`src/rtl/seg7_pkg.sv`:
```
// ---------------------------------------------------------------------------
// seg7_pkg
// Shared definitions for the seven-segment scan display:
//   SEG_BLANK / SEG_DASH  fixed segment patterns (bit6=a ... bit0=g)
//   seg_encode()          nibble -> segment pattern (0-9, anything else blank)
//   state_t               converter FSM states
//   pow10()               constant 10^n, used for the overflow threshold
// ---------------------------------------------------------------------------
package seg7_pkg;

  localparam logic [6:0] SEG_BLANK = 7'b000_0000;
  localparam logic [6:0] SEG_DASH  = 7'b000_0001;

  typedef enum logic [0:0] {
    IDLE = 1'b0,
    CONV = 1'b1
  } state_t;

  function automatic logic [6:0] seg_encode(input logic [3:0] nib);
    logic [6:0] pat;
    case (nib)
      4'd0:    pat = 7'b111_1110;
      4'd1:    pat = 7'b011_0000;
      4'd2:    pat = 7'b110_1101;
      4'd3:    pat = 7'b111_1001;
      4'd4:    pat = 7'b011_0011;
      4'd5:    pat = 7'b101_1011;
      4'd6:    pat = 7'b101_1111;
      4'd7:    pat = 7'b111_0000;
      4'd8:    pat = 7'b111_1111;
      4'd9:    pat = 7'b111_1011;
      default: pat = SEG_BLANK;
    endcase
    return pat;
  endfunction

  function automatic logic [63:0] pow10(input int unsigned n);
    logic [63:0] r;
    r = 64'd1;
    for (int unsigned i = 0; i < n; i++) begin
      r = r * 64'd10;
    end
    return r;
  endfunction

endpackage

```
`src/rtl/seg7_scan_display_if.sv`:
```
// ---------------------------------------------------------------------------
// seg7_scan_display_if
// Load handshake between the datapath and the display driver.
//   value_in     binary value to display (master -> slave)
//   value_valid  load strobe, honoured only while busy=0 (master -> slave)
//   busy         conversion in progress (slave -> master)
//   overflow     last accepted value did not fit the digits (slave -> master)
// ---------------------------------------------------------------------------
interface seg7_scan_display_if #(
  parameter int VALUE_W = 32
);
  logic [VALUE_W-1:0] value_in;
  logic               value_valid;
  logic               busy;
  logic               overflow;

  modport master (output value_in, output value_valid, input busy, input overflow);
  modport slave  (input value_in, input value_valid, output busy, output overflow);
endinterface

```
`src/rtl/seg7_scan_display_bin2bcd_seq.sv`:
```
// ---------------------------------------------------------------------------
// bin2bcd_seq
// Sequential binary-to-BCD converter (shift-add-3, one input bit per clock).
//   clk, rst     clock, synchronous active-high reset
//   value_in     value captured when value_valid=1 and the FSM is idle
//   value_valid  load strobe
//   busy         high for exactly VALUE_W cycles after an accepted load
//   overflow     registered: last accepted value >= 10^DIGITS
//   done         high during the final conversion cycle
//   bcd_result   BCD value that becomes final on the edge ending 'done'
// ---------------------------------------------------------------------------
module bin2bcd_seq
  import seg7_pkg::*;
#(
  parameter int DIGITS  = 4,
  parameter int VALUE_W = 32
) (
  input  logic                  clk,
  input  logic                  rst,
  input  logic [VALUE_W-1:0]    value_in,
  input  logic                  value_valid,
  output logic                  busy,
  output logic                  overflow,
  output logic                  done,
  output logic [4*DIGITS-1:0]   bcd_result
);

  localparam int          BCD_W     = 4 * DIGITS;
  localparam int          CNT_W     = $clog2(VALUE_W + 1);
  localparam logic [63:0] OVF_LIMIT = pow10(DIGITS);

  state_t             state_r;
  logic [VALUE_W-1:0] bin_r;
  logic [BCD_W-1:0]   bcd_r;
  logic [CNT_W-1:0]   cnt_r;
  logic               ovf_next_r;

  logic [BCD_W-1:0]   bcd_adj_s;
  logic [BCD_W-1:0]   bcd_shift_s;
  logic               last_step_s;

  // Add-3 correction on every nibble, then shift in the next binary MSB.
  // Bits leaving the top of the accumulator are intentionally dropped.
  always_comb begin
    bcd_adj_s = {BCD_W{1'b0}};
    for (int i = 0; i < DIGITS; i++) begin
      bcd_adj_s[4*i +: 4] = (bcd_r[4*i +: 4] >= 4'd5) ? (bcd_r[4*i +: 4] + 4'd3)
                                                      : bcd_r[4*i +: 4];
    end
    bcd_shift_s = {bcd_adj_s[BCD_W-2:0], bin_r[VALUE_W-1]};
    last_step_s = (state_r == CONV) && (cnt_r == CNT_W'(1));
  end

  assign done       = last_step_s;
  assign bcd_result = bcd_shift_s;

  // Converter FSM: capture on load, one shift-add-3 step per CONV cycle.
  always_ff @(posedge clk) begin
    if (rst) begin
      state_r    <= IDLE;
      busy       <= 1'b0;
      overflow   <= 1'b0;
      bin_r      <= {VALUE_W{1'b0}};
      bcd_r      <= {BCD_W{1'b0}};
      cnt_r      <= {CNT_W{1'b0}};
      ovf_next_r <= 1'b0;
    end else begin
      case (state_r)
        IDLE: begin
          if (value_valid) begin
            bin_r      <= value_in;
            bcd_r      <= {BCD_W{1'b0}};
            cnt_r      <= CNT_W'(VALUE_W);
            ovf_next_r <= (64'(value_in) >= OVF_LIMIT);
            busy       <= 1'b1;
            state_r    <= CONV;
          end
        end
        CONV: begin
          bcd_r <= bcd_shift_s;
          bin_r <= bin_r << 1;
          cnt_r <= cnt_r - CNT_W'(1);
          if (last_step_s) begin
            overflow <= ovf_next_r;
            busy     <= 1'b0;
            state_r  <= IDLE;
          end
        end
        default: begin
          busy    <= 1'b0;
          state_r <= IDLE;
        end
      endcase
    end
  end

endmodule

```
`src/rtl/seg7_scan_display.sv`:
```
// ---------------------------------------------------------------------------
// seg7_scan_display
// Multi-digit, time-multiplexed seven-segment driver fed by a binary value.
//   clk, rst   clock, synchronous active-high reset
//   load       seg7_scan_display_if.slave: value_in / value_valid / busy / overflow
//   seg        registered segment pattern, active-high, bit6=a ... bit0=g
//   an         registered digit enable, one-hot active-low, bit0 = LSD
// Optional feature: define LEADING_ZERO_BLANK_EN to blank leading zero digits.
// ---------------------------------------------------------------------------
module seg7_scan_display
  import seg7_pkg::*;
#(
  parameter int DIGITS      = 4,
  parameter int VALUE_W     = 32,
  parameter int REFRESH_DIV = 50000
) (
  input  logic                clk,
  input  logic                rst,
  seg7_scan_display_if.slave  load,
  output logic [6:0]          seg,
  output logic [DIGITS-1:0]   an
);

  localparam int BCD_W = 4 * DIGITS;
  localparam int DIV_W = (REFRESH_DIV > 1) ? $clog2(REFRESH_DIV) : 1;
  localparam int IDX_W = (DIGITS > 1) ? $clog2(DIGITS) : 1;

  logic               done_s;
  logic [BCD_W-1:0]   bcd_result_s;
  logic [BCD_W-1:0]   display_r;
  logic [DIV_W-1:0]   div_r;
  logic [IDX_W-1:0]   idx_r;
  logic [3:0]         nib_s;
  logic [DIGITS-1:0]  lz_blank_s;
  logic               blank_s;
  logic [6:0]         seg_next_s;

  bin2bcd_seq #(
    .DIGITS  (DIGITS),
    .VALUE_W (VALUE_W)
  ) u_conv (
    .clk         (clk),
    .rst         (rst),
    .value_in    (load.value_in),
    .value_valid (load.value_valid),
    .busy        (load.busy),
    .overflow    (load.overflow),
    .done        (done_s),
    .bcd_result  (bcd_result_s)
  );

  // Display register: swapped in whole on the last conversion step.
  always_ff @(posedge clk) begin
    if (rst) begin
      display_r <= {BCD_W{1'b0}};
    end else if (done_s) begin
      display_r <= bcd_result_s;
    end
  end

  // Refresh divider and digit index; index advances on divider wrap.
  always_ff @(posedge clk) begin
    if (rst) begin
      div_r <= {DIV_W{1'b0}};
      idx_r <= {IDX_W{1'b0}};
    end else if (div_r == DIV_W'(REFRESH_DIV - 1)) begin
      div_r <= {DIV_W{1'b0}};
      idx_r <= (idx_r == IDX_W'(DIGITS - 1)) ? {IDX_W{1'b0}} : (idx_r + IDX_W'(1));
    end else begin
      div_r <= div_r + DIV_W'(1);
    end
  end

  // Leading-zero mask: a digit blanks when it and every higher nibble are 0.
  always_comb begin
    lz_blank_s = {DIGITS{1'b0}};
`ifdef LEADING_ZERO_BLANK_EN
    begin
      logic higher_zero;
      higher_zero = 1'b1;
      for (int i = DIGITS - 1; i >= 1; i--) begin
        higher_zero   = higher_zero && (display_r[4*i +: 4] == 4'd0);
        lz_blank_s[i] = higher_zero;
      end
    end
`else
    lz_blank_s = {DIGITS{1'b0}};
`endif
  end

  // Select the active digit and choose its pattern (dash wins over blanking).
  always_comb begin
    nib_s   = 4'd0;
    blank_s = 1'b0;
    for (int i = 0; i < DIGITS; i++) begin
      nib_s   = (IDX_W'(i) == idx_r) ? display_r[4*i +: 4] : nib_s;
      blank_s = (IDX_W'(i) == idx_r) ? lz_blank_s[i] : blank_s;
    end
    if (load.overflow) begin
      seg_next_s = SEG_DASH;
    end else if (blank_s) begin
      seg_next_s = SEG_BLANK;
    end else begin
      seg_next_s = seg_encode(nib_s);
    end
  end

  // Output registers: seg and an always change on the same edge.
  always_ff @(posedge clk) begin
    if (rst) begin
      seg <= SEG_BLANK;
      an  <= {DIGITS{1'b1}};
    end else begin
      seg <= seg_next_s;
      an  <= ~(DIGITS'(1) << idx_r);
    end
  end

endmodule

```
`src/flat_wrapper.sv`:
```
// flat-port wrapper written by rule: the top's interface ports become plain ports
module seg7_scan_display_flat import seg7_pkg::*;
#(
  parameter int DIGITS      = 4,
  parameter int VALUE_W     = 32,
  parameter int REFRESH_DIV = 50000
)
  (clk, rst, seg, an, load_value_in, load_value_valid, load_busy, load_overflow);
  seg7_scan_display_if #(.VALUE_W(VALUE_W)) load_i ();
  input  logic clk;
  input  logic rst;
  output logic [6:0] seg;
  output logic [DIGITS-1:0] an;
  input wire logic [$bits(load_i.value_in)-1:0] load_value_in;
  input wire logic [$bits(load_i.value_valid)-1:0] load_value_valid;
  output wire logic [$bits(load_i.busy)-1:0] load_busy;
  output wire logic [$bits(load_i.overflow)-1:0] load_overflow;
  assign load_i.value_in = load_value_in;
  assign load_i.value_valid = load_value_valid;
  assign load_busy = load_i.busy;
  assign load_overflow = load_i.overflow;
  seg7_scan_display #(.DIGITS(DIGITS), .VALUE_W(VALUE_W), .REFRESH_DIV(REFRESH_DIV)) u_core (.clk(clk), .rst(rst), .load(load_i), .seg(seg), .an(an));
endmodule
```
`config.mk`:
```
export PLATFORM = sky130hd
export DESIGN_NAME = seg7_scan_display_flat
export DESIGN_NICKNAME = d
export VERILOG_FILES = /design/src/rtl/seg7_pkg.sv /design/src/rtl/seg7_scan_display_if.sv /design/src/rtl/seg7_scan_display_bin2bcd_seq.sv /design/src/rtl/seg7_scan_display.sv /design/src/flat_wrapper.sv
export SDC_FILE = /design/constraint.sdc
export NUM_CORES = 1
export LEC_CHECK = 0
export ABC_AREA = 1
export CAP_MARGIN = 10
export CORE_MARGIN = 4
export CORE_UTILIZATION = 49
export DETAILED_ROUTE_END_ITERATION = 7
export DONT_BUFFER_PORTS = 1
export PLACE_DENSITY_LB_ADDON = 0.12
export SLEW_MARGIN = 20
export SYNTH_ARGS = -nofsm -noshare
export SYNTH_HDL_FRONTEND = slang
export SYNTH_SLANG_ARGS = --single-unit
```
`constraint.sdc`:
```
create_clock -name clk -period 3.9 [get_ports clk]
set_clock_uncertainty 0.05 [all_clocks]
set_input_delay 0.39 -clock clk [delete_from_list [all_inputs] [get_ports clk]]
set_output_delay 0.39 -clock clk [all_outputs]
set_load 0.03 [all_outputs]
```
==> metrics.yaml, run 1 <==
synth_xor_area_share_pct: 1.25
grt_pass1_wl_um: 18300
yosys.area_share.simple_pct: 25.9
synth_warnings: 0
r2r_slack_ns: 1.30
cts.hold.buffers_added: 0
muxShareOfSynthArea_pct: 0
n_antenna_cell: 0
power_frac_seq_pct: 57.9
synth.net_count: 749
switchingPower_mw: 0.541
viasPerCell: 5.03
final_cell_area_um2: 5210
synth.avg_cell_area_um2: 7.09
cts_max_level: 3
worstSkewPairLatency_ns: 0.38
synth_top_cell_by_area: "dfxtp_1"
cap_violations: 0
max_stage_delay_ns: 0.91
io_pins: 48
post-route-util_pct: 53.3
nets: 741
num_rows: 36
routabilityCongestion: 0.765
core_um2: 9770
postRouteAntennaNets: 0
cts_buffer_depth: 2
die_x_um: 108
synth_top_flop_cell: "dfxtp_1"
wl_um: 10500
fmax_ghz: 0.385
path_cells: "inv_1 > nor2_2 > nand2_1 > o22ai_1"
drive_gt1_share_pct: 5.51
synth_edf_count: 0
power_frac_comb_pct: 7.6
antenna_found_initial: 0
clk_pin_slew_ns: 0.12
sw_frac_of_total_pct: 27.7
synth-seq-cells: 103
synth_most_common_cell: "nand2_1"
p_int_mw: 1.41
hold_ws_ns: 0.0162
max-vdd-ir-drop_mv: 0.178
clkPwrFrac_pct: 34.5
ys_seq_area_share_pct: 42.0
ys_types: 38
hp-class: "in -> reg"
synth_compound_area_share_pct: 14.3
tightestPinTransition_ns: 0.896
clockRootBuffer: "clkbuf_8"
power_mw: 1.95
post_cts_resized: 0
postSynthCellCount: 693
crit_type: "reg -> reg"
area_growth_syn_to_layout_pct: 6.03
netlist_area_um2: 4910
grt-ovfl-total: 0
hpwl_um: 7580
dr.pass1.iters: 5
port_buffers: 0
required_ns: 4.14
cts_tree: "done"
synth_commonest_cells: "173 x nand2_1, 113 x inv_1, 103 x dfxtp_1"
grt_usage_pct: 19.2
vias: 4142
start_kind: "flip-flop"
cts_buffers: 9
post_drt_wl_per_cell_um: 12.8
synth_top_cells_by_area: "dfxtp_1 42%, nand2_1 13%, inv_1 8.6%, ha_1 5.3%, nor2_1 4.4%"
ys_async_sr_fraction_pct: 0
path_max_fanout: 24
end_kind: "flip-flop"
cts_setup_buffers: 0
yosysTopAreaCellShare_pct: 42.0
status: "finished, final reports clean"
grt_max_degree: 40
cpLargestDelayFamily: "flip-flops"
fin_crit_ns: 2.60
worstPathArrival_ns: 2.84
synthAdderAreaFrac_pct: 5.35
p_leak_nw: 2.37
path_buf_inv: 1
slew_headroom_pct: 40.2
slowest_stage: "dfxtp_1"
hold_viol_final: 0
powerDensity_nw_per_um2: 374
die_h_um: 108
min_period_over_period_pct: 66.7
die_area_um2: 11700
start_util_pct: 50.3
cts_sinks: 103
grt_pass1_vias: 4079
setup_viol: 0
drv_slew: 0
rsz0062_at_grt: "no"
tns_ns: 0
dpl_cell_area_um2: 5010
drc_errors: 0
synth_top_family_by_area: "simple AND/OR/NAND/NOR gates"
drt_iter0_markers: 175
==> power groups by stage <==
stage	clock [mW]	combinational [mW]	sequential [mW]
after floorplan	0	0.127	1.14
after global placement	0	0.144	1.15
after detailed placement	0	0.148	1.15
after CTS	0.694	0.150	1.13
after global routing	0.733	0.172	1.14
final	0.672	0.148	1.13
==> flip-flops by register name (all words and copies together), names as in the netlist <==
name and flops:
u_core.u_conv.bin_r 32, u_core.an 4, u_core.display_r 16, u_core.u_conv.cnt_r 6, u_core.u_conv.bcd_r 16, u_core.u_conv.ovf_next_r 1
u_core.u_conv.overflow 1, u_core.idx_r 2, u_core.u_conv.state_r 1, u_core.div_r 16, u_core.seg 7, u_core.u_conv.busy 1
==> stage by stage <==
| stage | instances | setup WS (ns) |
|---|---|---|
| finish | 823 | 1.30 |
| global placement | 807 | 1.45 |
| floorplan | 693 | 2.04 |
| detailed placement | 807 | 1.27 |
| CTS | 823 | 1.25 |
| global route | 823 | 0.952 |
==> per-layer routing <==
metal	routed length [um]	vias up	part of all wire, %	track usage, %
met5	0	-	0	0
li1	-	2186	-	-
met2	5070	60	48	33.6
met1	4890	1884	47	23.8
met3	399	12	3.8	4.12
met4	148	0	1.4	5.41
==> cells in the final DEF, fill, tap and decap left out, drive strengths merged, types with 3 or more instances in the layout <==
| master | Yosys | routed |
|---|---|---|
| a21oi | 35 | 35 |
| a22oi | 19 | 19 |
| buf | 15 | 6 |
| clkbuf | 10 | 10 |
| dfxtp | 103 | 103 |
| ha | 21 | 21 |
| inv | 115 | 119 |
| nand2 | 177 | 177 |
| nand3 | 36 | 36 |
| nand4 | 6 | 6 |
| nor2 | 59 | 59 |
| nor3 | 17 | 17 |
| nor4 | 3 | 3 |
| o21a | 3 | 3 |
| o21ai | 39 | 39 |
| o22ai | 17 | 17 |
| xor2 | 6 | 6 |
==> kinds of logic after synthesis <==
kind of cell | after synthesis
AOI/OAI and AO/OA | 119
xor gates and xnor gates | 7
adders and majority gates | 21
buffers and inverters | 141
DFF | 103
and+or+nand+nor | 302
==> layout make-up <==
cell class                 instances  area (um^2)
fill                             974         4560
multi-input combinational        449         2300
inverter                         116          435
clock buffer                      10          138
tap                              133          166
timing repair buffer               6         45.0
clock inverter                     6         63.8
sequential                       103         2060
==> path summary, 6_finish.rpt <==
| kind | endpoint | start | cells after the start |
|---|---|---|---|
| max | u_core.display_r[6] | u_core.u_conv.state_r | 4 |
| min reg2reg | u_core.div_r[0] | u_core.div_r[0] | 1 |
| max reg2reg | u_core.display_r[6] | u_core.u_conv.state_r | 4 |
| min | u_core.seg[0] | rst | 1 |
Power figures use the tool's default switching activity.
==> run 2, diff against run 1 <==
clock period = 2.5 ns   (was 3.9 ns; I/O delays follow)
==> run 2 against run 1 <==
Compared with the run above:
- sequential cell count stayed put
- maximum frequency is 27% higher
- combinational power is 69% higher
- sequential power is 55% higher
- via count is 1.8% higher
- die area stayed put
- worst hold slack worse by 0.00090 ns
- register-to-register slack worse by 0.84 ns
- cell count is 0.49% higher
- power is 51% higher
- clock power is 40% higher
- largest power group unchanged
==> metrics.yaml, run 2 (synthesized netlist as in run 1, its figures left out) <==
crit_type: "reg -> reg"
clk_pin_slew_ns: 0.09  # -0.03 ns
slew_headroom_pct: 38.0  # -2.2 points
dpl_cell_area_um2: 5020  # +0.30%
cts_sinks: 103  # unchanged
path_max_fanout: 8  # -67%
final_common_cell: "nand2_1"
cts_tree: "done"
nets: 745  # +0.54%
drt_iter0_markers: 201  # +15%
worstSkewPairLatency_ns: 0.37  # about the same
worstPathArrival_ns: 2.25  # -0.59 ns
end_kind: "flip-flop"
final_cell_count_no_fill: 827  # +0.49%
dr.pass1.iters: 5  # unchanged
viasPerCell: 5.10  # +1.3%
wl_um: 10600  # +1.3%
grt-ovfl-total: 0  # unchanged
core_um2: 9770  # unchanged
hp-class: "in -> reg"
n_antenna_cell: 0  # unchanged
min_period_over_period_pct: 81.6  # +15 points
regMostFlops: "u_core.u_conv.bin_r"
largest_register_ffs: 32  # unchanged
grt_max_degree: 27  # -33%
powerDensity_nw_per_um2: 564  # +51%
start_util_pct: 50.3  # unchanged
num_rows: 36  # unchanged
grt_pass1_wl_um: 18300  # +0.15%
grt_pass1_vias: 4079  # unchanged
drv_slew: 0  # unchanged
post-route-util_pct: 53.4  # +0.077 points
post_cts_resized: 0  # unchanged
cts_buffer_depth: 2  # unchanged
port_buffers: 0  # unchanged
drc_errors: 0  # unchanged
max-vdd-ir-drop_mv: 0.277  # +55%
vias: 4216  # +1.8%
final_cell_mix: "173 x nand2_1, 113 x inv_1, 103 x dfxtp_1"
rsz0062_at_grt: "no"
area_growth_syn_to_layout_pct: 6.19
dpl.cell_count: 809  # +0.25%
hpwl_um: 7630  # +0.58%
die_h_um: 108  # unchanged
cts_max_level: 3  # unchanged
io_pins: 48  # unchanged
clockRootBuffer: "clkbuf_8"
grt_usage_pct: 19.5  # +0.30 points
hold_viol_final: 0  # unchanged
post_drt_wl_per_cell_um: 12.9  # +0.81%
final_cell_area_um2: 5220  # +0.14%
p_leak_nw: 2.38  # +0.32%
cap_violations: 0  # unchanged
setup_viol: 0  # unchanged
status: "finished, final reports clean"
postRouteAntennaNets: 0  # unchanged
start_kind: "flip-flop"
required_ns: 2.71  # -1.43 ns
fmax_ghz: 0.490  # +27%
tightestPinTransition_ns: 0.927  # +0.0311 ns
antenna_found_initial: 0  # unchanged
tns_ns: 0  # unchanged
die_area_um2: 11700  # unchanged
drive_gt1_share_pct: 5.62  # +0.11 points
routabilityCongestion: 0.879  # +15%
cts_buffers: 9  # unchanged
die_x_um: 108  # unchanged
fin_crit_ns: 2.04  # -0.561 ns
run 2: stage by stage:
stage | setup WS, ns | total power, mW | hold slack [ns]
floorplan | 0.642 | 1.98 | 0.345
global placement | 0.559 | 2.03 | 0.277
detailed placement | 0.479 | 2.03 | 0.278
CTS | 0.459 | 2.98 | 0.00231
global route | 0.180 | 3.10 | 0.0280
finish | 0.461 | 2.94 | 0.0153
run 2: area by class of cell:
class / count / area (um^2)
Clock buffer: 10 / 138
Clock inverter: 6 / 36.3
Fill cell: 986 / 4560
Multi-Input combinational cell: 449 / 2300
Timing Repair Buffer: 10 / 80.1
Tap cell: 133 / 166
Inverter: 116 / 435
Sequential cell: 103 / 2060
run 2: final timing paths:
| kind | start | to | slack, ns | cells after the start |
|---|---|---|---|---|
| worst max-delay path | u_core.idx_r[0] | u_core.seg[2] | 0.46 | 9 |
| worst min-delay path | load_value_in[21] | u_core.u_conv.bin_r[21] | 0.02 | 4 |
| worst max register to register | u_core.idx_r[0] | u_core.seg[2] | 0.46 | 9 |
| worst min register to register | u_core.div_r[0] | u_core.div_r[0] | 0.41 | 1 |
run 2: where the power goes:
part	internal [mW]	total [mW]	switching [mW]
clock network	0.384	0.941	0.557
registers	1.70	1.75	0.0533
logic	0.0838	0.250	0.166
run 2: critical path: stages, from the launching register on:
cell and delay, ns:
dfxtp_1 0.37, inv_1 0.09, ha_1 0.30, a21oi_1 0.17, nand2_1 0.06, o21ai_0 0.19, inv_1 0.19, ha_1 0.24
o21ai_0 0.19, nor3_1 0.08
run 2: per-layer routing:
layer	vias to the layer above	GRT usage [%]	wire (um)
met3	24	2.87	427
met4	0	9.92	333
li1	2198	-	-
met5	-	0	0
met2	78	32.2	4950
met1	1916	24.7	4940
run 2: repair_timing:
| action | in CTS | in global routing |
|---|---|---|
| hold buffers | 2 | 0 |
| buffers inserted | 0 | 0 |
| hold endpoints to repair | 22 | 0 |
